===== src/rtl/cga_intr_pkg.sv =====
// Shared types and constants for the CGA interrupt level scheduler.
package cga_intr_pkg;

    localparam int unsigned NLVL  = 16;
    localparam int unsigned LVL_W = 4;

    // Register addresses decoded from LAA_3_0
    localparam logic [3:0] LAA_PIE = 4'h5;
    localparam logic [3:0] LAA_PID = 4'h6;
    localparam logic [3:0] LAA_PIL = 4'h7;

    typedef enum logic [1:0] {
        ST_IDLE   = 2'd0,
        ST_REQ    = 2'd1,
        ST_SETTLE = 2'd2
    } lvlState_t;

endpackage


===== src/rtl/cga_intr_prienc.sv =====
// Highest-set-bit encoder: returns index of the most significant set bit.
module cga_intr_prienc
    import cga_intr_pkg::*;
(
    input  logic [NLVL-1:0]  vec,
    output logic [LVL_W-1:0] idx,
    output logic             valid
);

    // Ascending scan so the last (highest) set bit wins
    always_comb begin
        idx   = '0;
        valid = 1'b0;
        for (int i = 0; i < NLVL; i++) begin
            if (vec[i]) begin
                idx   = LVL_W'(i);
                valid = 1'b1;
            end
        end
    end

endmodule


===== src/rtl/cga_intr_lvlsched.sv =====
// Interrupt level scheduler: PIE/PID/PIL/PVL registers and the
// level-change request/acknowledge handshake with the microcode.
module cga_intr_lvlsched
    import cga_intr_pkg::*;
(
    input  logic             MCLK,
    input  logic             RESETN,
    input  logic [NLVL-1:0]  IREQ_15_0_N,
    input  logic [NLVL-1:0]  FIDBO_15_0,
    input  logic [3:0]       LAA_3_0,
    input  logic             WRN,
    input  logic             IONI,
    input  logic             LVLACK,
    output logic [NLVL-1:0]  PIE_15_0,
    output logic [NLVL-1:0]  PID_15_0,
    output logic [LVL_W-1:0] PIL_3_0,
    output logic [LVL_W-1:0] PVL_3_0,
    output logic             LVLREQ,
    output logic [LVL_W-1:0] NEWLVL_3_0
);

    lvlState_t        state;
    logic             pieWrite;
    logic             pidWrite;
    logic             pilWrite;
    logic             ackTake;
    logic [LVL_W-1:0] cand;
    logic             cvalid;
    logic             go;

    assign pieWrite = ~WRN & (LAA_3_0 == LAA_PIE);
    assign pidWrite = ~WRN & (LAA_3_0 == LAA_PID);
    assign pilWrite = ~WRN & (LAA_3_0 == LAA_PIL);

    // A PIL write in the same edge overrides the acknowledge
    assign ackTake  = (state == ST_REQ) & LVLACK & ~pilWrite;

    cga_intr_prienc uPrienc (
        .vec   (PID_15_0 & PIE_15_0),
        .idx   (cand),
        .valid (cvalid)
    );

    // Level 0 is never requested because cand must exceed PIL
    assign go = IONI & cvalid & (cand > PIL_3_0);

    // Enable and detect registers; new requests survive a PID write
    always_ff @(posedge MCLK or negedge RESETN) begin
        if (!RESETN) begin
            PIE_15_0 <= '0;
            PID_15_0 <= '0;
        end else begin
            if (pieWrite) begin
                PIE_15_0 <= FIDBO_15_0;
            end
            PID_15_0 <= (pidWrite ? FIDBO_15_0 : PID_15_0) | ~IREQ_15_0_N;
        end
    end

    // Current/previous program level: microcode write or accepted change
    always_ff @(posedge MCLK or negedge RESETN) begin
        if (!RESETN) begin
            PIL_3_0 <= '0;
            PVL_3_0 <= '0;
        end else if (pilWrite) begin
            PVL_3_0 <= PIL_3_0;
            PIL_3_0 <= FIDBO_15_0[LVL_W-1:0];
        end else if (ackTake) begin
            PVL_3_0 <= PIL_3_0;
            PIL_3_0 <= NEWLVL_3_0;
        end
    end

    // Level-change handshake sequencer with registered LVLREQ/NEWLVL
    always_ff @(posedge MCLK or negedge RESETN) begin
        if (!RESETN) begin
            state      <= ST_IDLE;
            LVLREQ     <= 1'b0;
            NEWLVL_3_0 <= '0;
        end else begin
            case (state)
                ST_IDLE: begin
                    if (go) begin
                        state      <= ST_REQ;
                        LVLREQ     <= 1'b1;
                        NEWLVL_3_0 <= cand;
                    end
                end
                ST_REQ: begin
                    if (pilWrite) begin
                        state  <= ST_IDLE;
                        LVLREQ <= 1'b0;
                    end else if (LVLACK) begin
                        state  <= ST_SETTLE;
                        LVLREQ <= 1'b0;
                    end else if (!IONI) begin
                        state  <= ST_IDLE;
                        LVLREQ <= 1'b0;
                    end
                end
                ST_SETTLE: begin
                    // One quiet cycle so the compare sees the new PIL
                    state  <= ST_IDLE;
                    LVLREQ <= 1'b0;
                end
                default: begin
                    state  <= ST_IDLE;
                    LVLREQ <= 1'b0;
                end
            endcase
        end
    end

endmodule


===== config.mk =====
export PLATFORM = sky130hd
export DESIGN_NAME = cga_intr_lvlsched
export DESIGN_NICKNAME = d
export VERILOG_FILES = /design/src/rtl/cga_intr_pkg.sv /design/src/rtl/cga_intr_prienc.sv /design/src/rtl/cga_intr_lvlsched.sv
export SDC_FILE = /design/constraint.sdc
export NUM_CORES = 1
export LEC_CHECK = 0
export CORE_ASPECT_RATIO = 1.25
export CORE_MARGIN = 5
export CORE_UTILIZATION = 46
export CTS_CLUSTER_SIZE = 16
export DETAILED_ROUTE_END_ITERATION = 8
export GPL_ROUTABILITY_DRIVEN = 0
export PLACE_DENSITY_LB_ADDON = 0.2
export SYNTH_ARGS = -nofsm -noshare
export SYNTH_HDL_FRONTEND = slang
export SYNTH_SLANG_ARGS = --single-unit

===== constraint.sdc =====
create_clock -name MCLK -period 4.58 [get_ports MCLK]
set_clock_uncertainty 0.1 [all_clocks]
set_input_delay 0.458 -clock MCLK [delete_from_list [all_inputs] [get_ports MCLK]]
set_output_delay 0.458 -clock MCLK [all_outputs]
set_load 0.1 [all_outputs]

==> results of run 1 <==
worst min-delay path by stage:
stage	start	end	slack [ps]	cells after the start
3_5_place_dp	PVL_3_0[0]$_DFFE_PN0P_	PVL_3_0[0]$_DFFE_PN0P_	390	1
2_1_floorplan	RESETN	NEWLVL_3_0[0]$_DFFE_PN0P_	60	0
3_3_place_gp	PVL_3_0[0]$_DFFE_PN0P_	PVL_3_0[0]$_DFFE_PN0P_	390	1
6_report	RESETN	PIL_3_0[2]$_DFFE_PN0P_	240	1
5_1_grt	RESETN	PID_15_0[3]$_DFF_PN0_	330	1
4_1_cts	RESETN	PVL_3_0[3]$_DFFE_PN0P_	260	1
cell families (layout without fill, tap and decap cells):
kind of cell,count (synthesis),after routing,share of synthesized area (%)
compound gates,21,21,7.89
buf+inv,10,97,1.81
fa+ha+maj,4,4,2.34
simple gates,90,90,19.7
flops,46,46,53.8
mux,27,27,14.5
power breakdown:
group / total [mW] / internal (mW) / switching, mW
Sequential: 0.580 / 0.498 / 0.0820
Combinational: 1.20 / 0.340 / 0.863
Clock: 0.240 / 0.116 / 0.124
Total: 2.02 / 0.955 / 1.07
Yosys cell counts (4+ instances only):
library cell,instances,area share [%]
clkbuf_1,4,0.70
dfrtp_1,46,54
ha_1,4,2.3
inv_1,5,0.88
mux2_2,20,11
mux2i_1,4,1.9
nand2_1,49,8.6
nand3_1,18,4.2
nor2_1,5,0.88
o21ai_0,5,1.2
metal layers:
layer | vias up | routed length [um]
li1 | 871 | -
met5 | - | 0
met4 | 0 | 80
met2 | 57 | 3010
met3 | 7 | 389
met1 | 877 | 2150
critical path: cells and delay by family, from the launching register on:
| family | cells | cell delay, ps |
|---|---|---|
| simple gates | 5 | 1100 |
| fa+ha+maj | 1 | 300 |
| flops | 1 | 420 |
| mux | 1 | 340 |
| compound gates | 2 | 510 |
final cells by class:
type | count | area [um2] | area share (%)
repair buffers | 86 | 853 | 27.2
clock buffers | 6 | 82.6 | 2.63
well taps | 58 | 72.6 | 2.32
inverters | 5 | 18.8 | 0.599
flip-flops and latches | 46 | 1150 | 36.7
multi-input cells | 142 | 956 | 30.5
state kept, by name, indices dropped and copies added (netlist names):
register	count
NEWLVL_3_0	4
state	2
PIL_3_0	4
PID_15_0	16
PIE_15_0	16
PVL_3_0	4
==> flow_summary.ini, run 1 <==
[timing]
rsz0062_at_grt = no
finalHoldViolations = 0
setup_ws_ps = 1700
slew_headroom_pct = 24.0
finalMaxSlewViolations = 0
max_freq_mhz = 348
hold_ws_ps = 237
fin_crit_ps = 2880
fin_crit_sh_pct = 62.8
finalSetupViolCount = 0
tightest_slew_ps = 1130
finalSetupTns_ps = 0

[layout]
antenna_cells = 0
instances_no_fill = 343
nNetsFinal = 331
drive_above_1_share_pct = 13.0
finish.utilization_pct = 70.3
final_area_um2 = 3130
syn2layout_area_growth_pct = 46.4
fillers = 389
layout_commonest_cell = clkdlybuf4s50_1
layout_common_cells = clkdlybuf4s50_1 (84), nand2_1 (49), dfrtp_1 (46)

[routing]
drc = 0
vias_per_cell = 5.28
drtPass1Iterations = 4
vias = 1812
antenna_left = 0
wl_um = 5630
drt-wirelength-per-cell_um = 16.4
drt_iter0_drc = 71

[logic_synthesis]
async_reset_ff_share_pct = 100
syn_avg_cell_area_um2 = 10.8
synthCells = 198
ys_warn_count = 0
synth_edf_count = 0
yosysUniqueCellTypes = 31
syn_nets = 243
synth_area_um2 = 2140
ys_ff_latch = 46
synth_top_flop_cell = dfrtp_1
seq_area_frac_synth_pct = 53.8

[placement]
place_area_um2 = 3050
dp_slack_ps = 1690
dpl.cell_count = 337
io_buffers = 85
dp_hpwl_um = 4320

[setup_path]
cp-startpoint = PID_15_0[5]$_DFF_PN0_
reg2reg_slack_ps = 1700
crit_path_max_incr_delay_ps = 420
cp.arrival_ps = 2950
reg2reg_depth = 9
r2r_end = NEWLVL_3_0[1]$_DFFE_PN0P_
path_class = flip-flop to flip-flop
end_kind = flip-flop
crit_chain = a22o_1 > and3b_1 > nor3_1 > or3_1 > ha_1 > nand4_1 > nor4bb_1 > o221ai_4 > mux2_4
startpoint_type = flip-flop
critPathRequiredTime_ps = 4660
slowest_stage = dfrtp_1
crit_path_end = NEWLVL_3_0[1]$_DFFE_PN0P_
critical_path_peak_fanout = 5
worstReg2RegStart = PID_15_0[5]$_DFF_PN0_

[global_routing]
grt_pass1_wl_um = 9410
grt_usage_pct = 19.4
grt_use_met3_pct = 6.26
gr-usage-met1_pct = 22.0
grt_util_met2_pct = 34.9
grt_overflow_total = 0
grt_pass1_vias = 1893
grt_most_used_layer = met2
antenna_found_initial = 0
grt_max_degree = 47

[clocking]
cts_buffer_depth = 2
clk_pin_slew_ps = 80
cts-buffers-inserted = 5
clock-sinks = 46
post_cts_buffers = 0
cts_resized = 0
clk_latency_ps = 290
cts-root-buf = clkbuf_8
h-tree-depth = 2
tritoncts = built
ctsHoldBuffers = 0

[floorplan]
start_util_pct = 48.0
num_rows = 27
core_um2 = 4460
die_area_um2 = 6130
io_pins = 86
die_w_um = 71.0
dieHeight_um = 86.3

[worst_hold_path]
hp-class = input port to async pin

[status]
status = complete, no violations

[run]
max_cap_viol_count = 0

[pwr]
power.density_nw_per_um2 = 646
max-vdd-ir-drop_uv = 327
p_leak_nw = 1.37
power_mw = 2.02
No activity file was read; power rests on OpenSTA's default activity.
==> inputs of run 2 (changes only) <==
--- a/config.mk
+++ b/config.mk
@@ -7,7 +7,7 @@
 export LEC_CHECK = 0
 export CORE_ASPECT_RATIO = 1.25
 export CORE_MARGIN = 5
-export CORE_UTILIZATION = 46
+export CORE_UTILIZATION = 43
 export CTS_CLUSTER_SIZE = 16
 export DETAILED_ROUTE_END_ITERATION = 8
 export GPL_ROUTABILITY_DRIVEN = 0
==> constraint.sdc (replaced) <==
create_clock -name MCLK -period 2.8 [get_ports MCLK]
set_clock_uncertainty 0.1 [all_clocks]
set_input_delay 0.28 -clock MCLK [delete_from_list [all_inputs] [get_ports MCLK]]
set_output_delay 0.28 -clock MCLK [all_outputs]
set_load 0.1 [all_outputs]
==> flow_summary.ini, run 2 (synthesis results as in run 1) <==
[status]
status = finished with violations
violations = setup timing

[setup_path]
reg2reg_slack_ps = -7
path_class = flip-flop to flip-flop
reg2reg_depth = 9
worstReg2RegStart = PID_15_0[5]$_DFF_PN0_
startpoint_type = flip-flop
slowest_stage = dfrtp_4
end_kind = flip-flop
critical_path_peak_fanout = 5
critPathRequiredTime_ps = 2880
r2r_end = NEWLVL_3_0[3]$_DFFE_PN0P_
crit_chain = a22o_1 > and3b_1 > nor3_1 > or3_1 > ha_1 > o21a_1 > o21a_1 > o221ai_4 > mux2_4
cp.arrival_ps = 2890
crit_path_max_incr_delay_ps = 490
crit_top_cell = o21a_1

[worst_hold_path]
hp-class = input port to async pin

[placement]
dp_hpwl_um = 4220
io_buffers = 85
dp_slack_ps = 42.3

[run]
max_cap_viol_count = 0

[timing]
finalSetupViolCount = 3
max_freq_mhz = 356
setup_ws_ps = -6.83
rsz0062_at_grt = yes
fin_crit_ps = 2810
slew_headroom_pct = 33.8
fin_crit_sh_pct = 100
tightest_slew_ps = 993
finalMaxSlewViolations = 0
finalHoldViolations = 0

[clocking]
clock-sinks = 46
h-tree-depth = 2
clk_pin_slew_ps = 90
ctsHoldBuffers = 0
cts-root-buf = clkbuf_8
cts_buffer_depth = 2
tritoncts = built
clk_latency_ps = 300
cts-buffers-inserted = 5

[floorplan]
start_util_pct = 44.6
io_pins = 86
die_area_um2 = 6500
die_w_um = 73.1
dieHeight_um = 88.9
num_rows = 28
core_um2 = 4800

[pwr]
max-vdd-ir-drop_uv = 526
power.density_nw_per_um2 = 1070
power_mw = 3.33
p_leak_nw = 1.41

[routing]
drc = 0
antenna_left = 0
vias_per_cell = 5.22
drt-wirelength-per-cell_um = 15.6
vias = 1833
drtPass1Iterations = 4
drt_iter0_drc = 82
wl_um = 5490

[layout]
drive_above_1_share_pct = 40.5
syn2layout_area_growth_pct = 46.1
layout_commonest_cell = buf_4
fillers = 397
finish.utilization_pct = 65.1
nNetsFinal = 335
antenna_cells = 0
layout_common_cells = buf_4 (50), nand2_1 (49), clkdlybuf4s50_1 (39)
largest_registers = PID_15_0 x16, PIE_15_0 x16

[global_routing]
grt_max_degree = 47
grt_overflow_total = 0
antenna_found_initial = 0
grt_usage_pct = 17.6
grt_pass1_wl_um = 8870
grt_pass1_vias = 1820
==> run 2: critical path, delay by kind of cell (launching register included) <==
family	cells	cell delay (ps)
simple gates	3	600
fa+ha+maj	1	300
compound gates	4	850
mux	1	330
flops	1	490
==> run 2: what timing repair did <==
action / 4_1_cts / 5_1_grt
setup buffers: 0 / 2
hold endpoints to repair: 0 / 0
gates resized for setup: 0 / 2
endpoints found under the setup margin: 0 / 5
==> run 2: worst max path at each step <==
stage	from	endpoint	slack, ps	cells past startpoint
floorplan	PID_15_0[5]$_DFF_PN0_	NEWLVL_3_0[1]$_DFFE_PN0P_	-40	9
global placement	PID_15_0[5]$_DFF_PN0_	NEWLVL_3_0[2]$_DFFE_PN0P_	70	9
detailed placement	PID_15_0[5]$_DFF_PN0_	NEWLVL_3_0[2]$_DFFE_PN0P_	40	9
finish	PID_15_0[5]$_DFF_PN0_	NEWLVL_3_0[3]$_DFFE_PN0P_	-7	9
global route	PID_15_0[5]$_DFF_PN0_	NEWLVL_3_0[2]$_DFFE_PN0P_	-170	10
CTS	PID_15_0[5]$_DFF_PN0_	NEWLVL_3_0[3]$_DFFE_PN0P_	10	9
==> run 2: area by class of cell <==
cell class                 instances  area, um2  area share [%]
clock buffer                       6       82.6            2.64
sequential                        46       1190            38.0
tap                               60       75.1            2.40
clock inverter                     2       12.5           0.400
inverter                           5       18.8           0.600
timing repair buffer              90        771            24.6
multi-input combinational        142        978            31.3
==> run 2: metal layers <==
metal  wire length, um  vias to the layer above  track usage (%)  share of wire [%]
met5                 0                        -                0                  0
met4               104                        0             5.20                1.9
met3               433                        8             5.85                7.9
met2              2770                       62             29.9                 50
met1              2180                      881             21.3                 40
li1                  -                      882                -                  -
==> run 2: per-stage QoR <==
stage | hold WS (ps) | instance area [um2] | setup TNS (ps) | cells
6_report | 46.9 | 3130 | -12.4 | 351
5_1_grt | 136 | 3130 | -606 | 351
4_1_cts | 78.8 | 3100 | 0 | 349
3_5_place_dp | 398 | 3010 | 0 | 341
3_3_place_gp | 390 | 3010 | 0 | 341
2_1_floorplan | -116 | 2190 | -117 | 198
==> run 2: power breakdown <==
group | leakage [nW] | total (mW) | switching (mW) | internal, mW
Clock | 0.0472 | 0.417 | 0.219 | 0.198
Combinational | 0.879 | 1.96 | 1.42 | 0.539
Sequential | 0.480 | 0.957 | 0.132 | 0.825
==> inputs of run 3 (changes only) <==
--- a/config.mk
+++ b/config.mk
@@ -11,6 +11,7 @@
 export CTS_CLUSTER_SIZE = 16
 export DETAILED_ROUTE_END_ITERATION = 8
 export GPL_ROUTABILITY_DRIVEN = 0
+export HOLD_SLACK_MARGIN = 0.08
 export PLACE_DENSITY_LB_ADDON = 0.2
 export SYNTH_ARGS = -nofsm -noshare
 export SYNTH_HDL_FRONTEND = slang
==> flow_summary.ini, run 3 (synthesis results as in run 1) <==
[routing]
drt-wirelength-per-cell_um = 15.6
antenna_left = 0
wl_met1_um = 2180
vias_per_cell = 5.21
drc = 0
drt_iter0_drc = 76
wl_met3_um = 422
route.met2.wl_um = 2790
vias = 1834
drtPass1Iterations = 4
wl_um = 5480
top_layer = met4

[pwr]
power.density_nw_per_um2 = 1060
p_leak_nw = 1.41
max-vdd-ir-drop_uv = 527

[setup_path]
cp.arrival_ps = 2890
slowest_stage = dfrtp_4
worstReg2RegStart = PID_15_0[5]$_DFF_PN0_
critical_path_peak_fanout = 5
crit_path_max_incr_delay_ps = 490
startpoint_type = flip-flop
end_kind = flip-flop
path_class = flip-flop to flip-flop
crit_top_cell = o21a_1
critPathRequiredTime_ps = 2880
crit_path_end = NEWLVL_3_0[3]$_DFFE_PN0P_
cp-startpoint = PID_15_0[5]$_DFF_PN0_
r2r_end = NEWLVL_3_0[3]$_DFFE_PN0P_
reg2reg_slack_ps = -6
crit_chain = a22o_1 > and3b_1 > nor3_1 > or3_1 > ha_1 > o21a_1 > o21a_1 > o221ai_4 > mux2_4
reg2reg_depth = 9

[run]
max_cap_viol_count = 0

[timing]
fin_crit_ps = 2810
finalSetupViolCount = 3
tightest_slew_ps = 1030
hold_ws_ps = 362
finalHoldViolations = 0
rsz0062_at_grt = yes
setup_ws_ps = -6.35
max_freq_mhz = 356
finalSetupTns_ps = -12.5
slew_headroom_pct = 31.6
finalMaxSlewViolations = 0
fin_crit_sh_pct = 100

[status]
violations = setup timing
status = finished with violations

[clocking]
clk_pin_slew_ps = 90
h-tree-depth = 2
clk_latency_ps = 300
cts_buffer_depth = 2
cts-root-buf = clkbuf_8
tritoncts = built
clock-sinks = 46
cts-buffers-inserted = 5

[layout]
antenna_cells = 0
largest_registers = PID_15_0 x16, PIE_15_0 x16
nNetsFinal = 336
drive_above_1_share_pct = 40.4
layout_commonest_cell = buf_4
layout_common_cells = buf_4 (50), nand2_1 (49), clkdlybuf4s50_1 (39)
syn2layout_area_growth_pct = 46.5
finish.utilization_pct = 65.4

[floorplan]
die_area_um2 = 6500
num_rows = 28
dieHeight_um = 88.9
start_util_pct = 44.6
die_w_um = 73.1
io_pins = 86
core_um2 = 4800

[global_routing]
grt_pass1_vias = 1836
grt_usage_pct = 17.6
grt_overflow_total = 0
grt_max_degree = 47
grt_pass1_wl_um = 8880
antenna_found_initial = 0

[placement]
io_buffers = 85
dp_hpwl_um = 4220
dp_slack_ps = 42.3

[worst_hold_path]
hp-class = input port to flip-flop
-- run 3: cell count changes in the layout (fill, tap and decap cells not counted) --
| cell | delta |
|---|---|
| dlygate4sd3_1 | +1 |
-- run 3: worst min-delay path by stage --
stage,start,slack (ps),depth (start not counted),endpoint
finish,IREQ_15_0_N[7],360,2,PID_15_0[7]$_DFF_PN0_
global route,IREQ_15_0_N[7],350,2,PID_15_0[7]$_DFF_PN0_
CTS,IREQ_15_0_N[7],360,2,PID_15_0[7]$_DFF_PN0_
detailed placement,RESETN,400,1,PIE_15_0[1]$_DFFE_PN0P_
global placement,PVL_3_0[3]$_DFFE_PN0P_,390,1,PVL_3_0[3]$_DFFE_PN0P_
floorplan,RESETN,-120,0,NEWLVL_3_0[0]$_DFFE_PN0P_
-- run 3: area by class of cell --
cell class / instances / area (um2)
clock buffers: 6 / 82.6
clock inverters: 2 / 12.5
fillers: 393 / 1660
inverters: 5 / 18.8
multi-input cells: 142 / 978
flip-flops and latches: 46 / 1190
well taps: 60 / 75.1
repair buffers: 91 / 781
-- run 3: timing repair --
| item | CTS | global route |
|---|---|---|
| buffers inserted | 0 | 2 |
| resized for setup | 0 | 2 |
| endpoints found under the hold margin | 2 | 0 |
| hold buffers | 1 | 0 |
| endpoints found under the setup margin | 0 | 5 |
-- run 3: layer usage --
layer | vias up | track usage (%)
li1 | 882 | -
met1 | 888 | 20.9
met2 | 58 | 30.2
met3 | 6 | 5.85
met4 | 0 | 5.20
met5 | - | 0
-- run 3: power breakdown --
group | switching, mW | leakage (nW) | internal, mW
logic | 1.42 | 0.883 | 0.540
clock network | 0.218 | 0.0472 | 0.198
registers | 0.131 | 0.480 | 0.825
-- run 3: worst max-delay path, delay by kind of cell (launching register included) --
kind / cells / cell delay (ps)
AND/OR/NAND/NOR: 3 / 600
AO/OA/AOI/OAI: 4 / 860
multiplexers: 1 / 330
adder cells (fa/ha/maj): 1 / 300
flip-flops: 1 / 490
-- run 3: stage by stage --
step                power, mW  instance area (um2)  std cells
finish                   3.33                 3140        352
global route             3.49                 3140        352
CTS                      3.33                 3110        350
detailed placement       2.91                 3010        341
global placement         2.89                 3010        341
floorplan                2.46                 2190        198
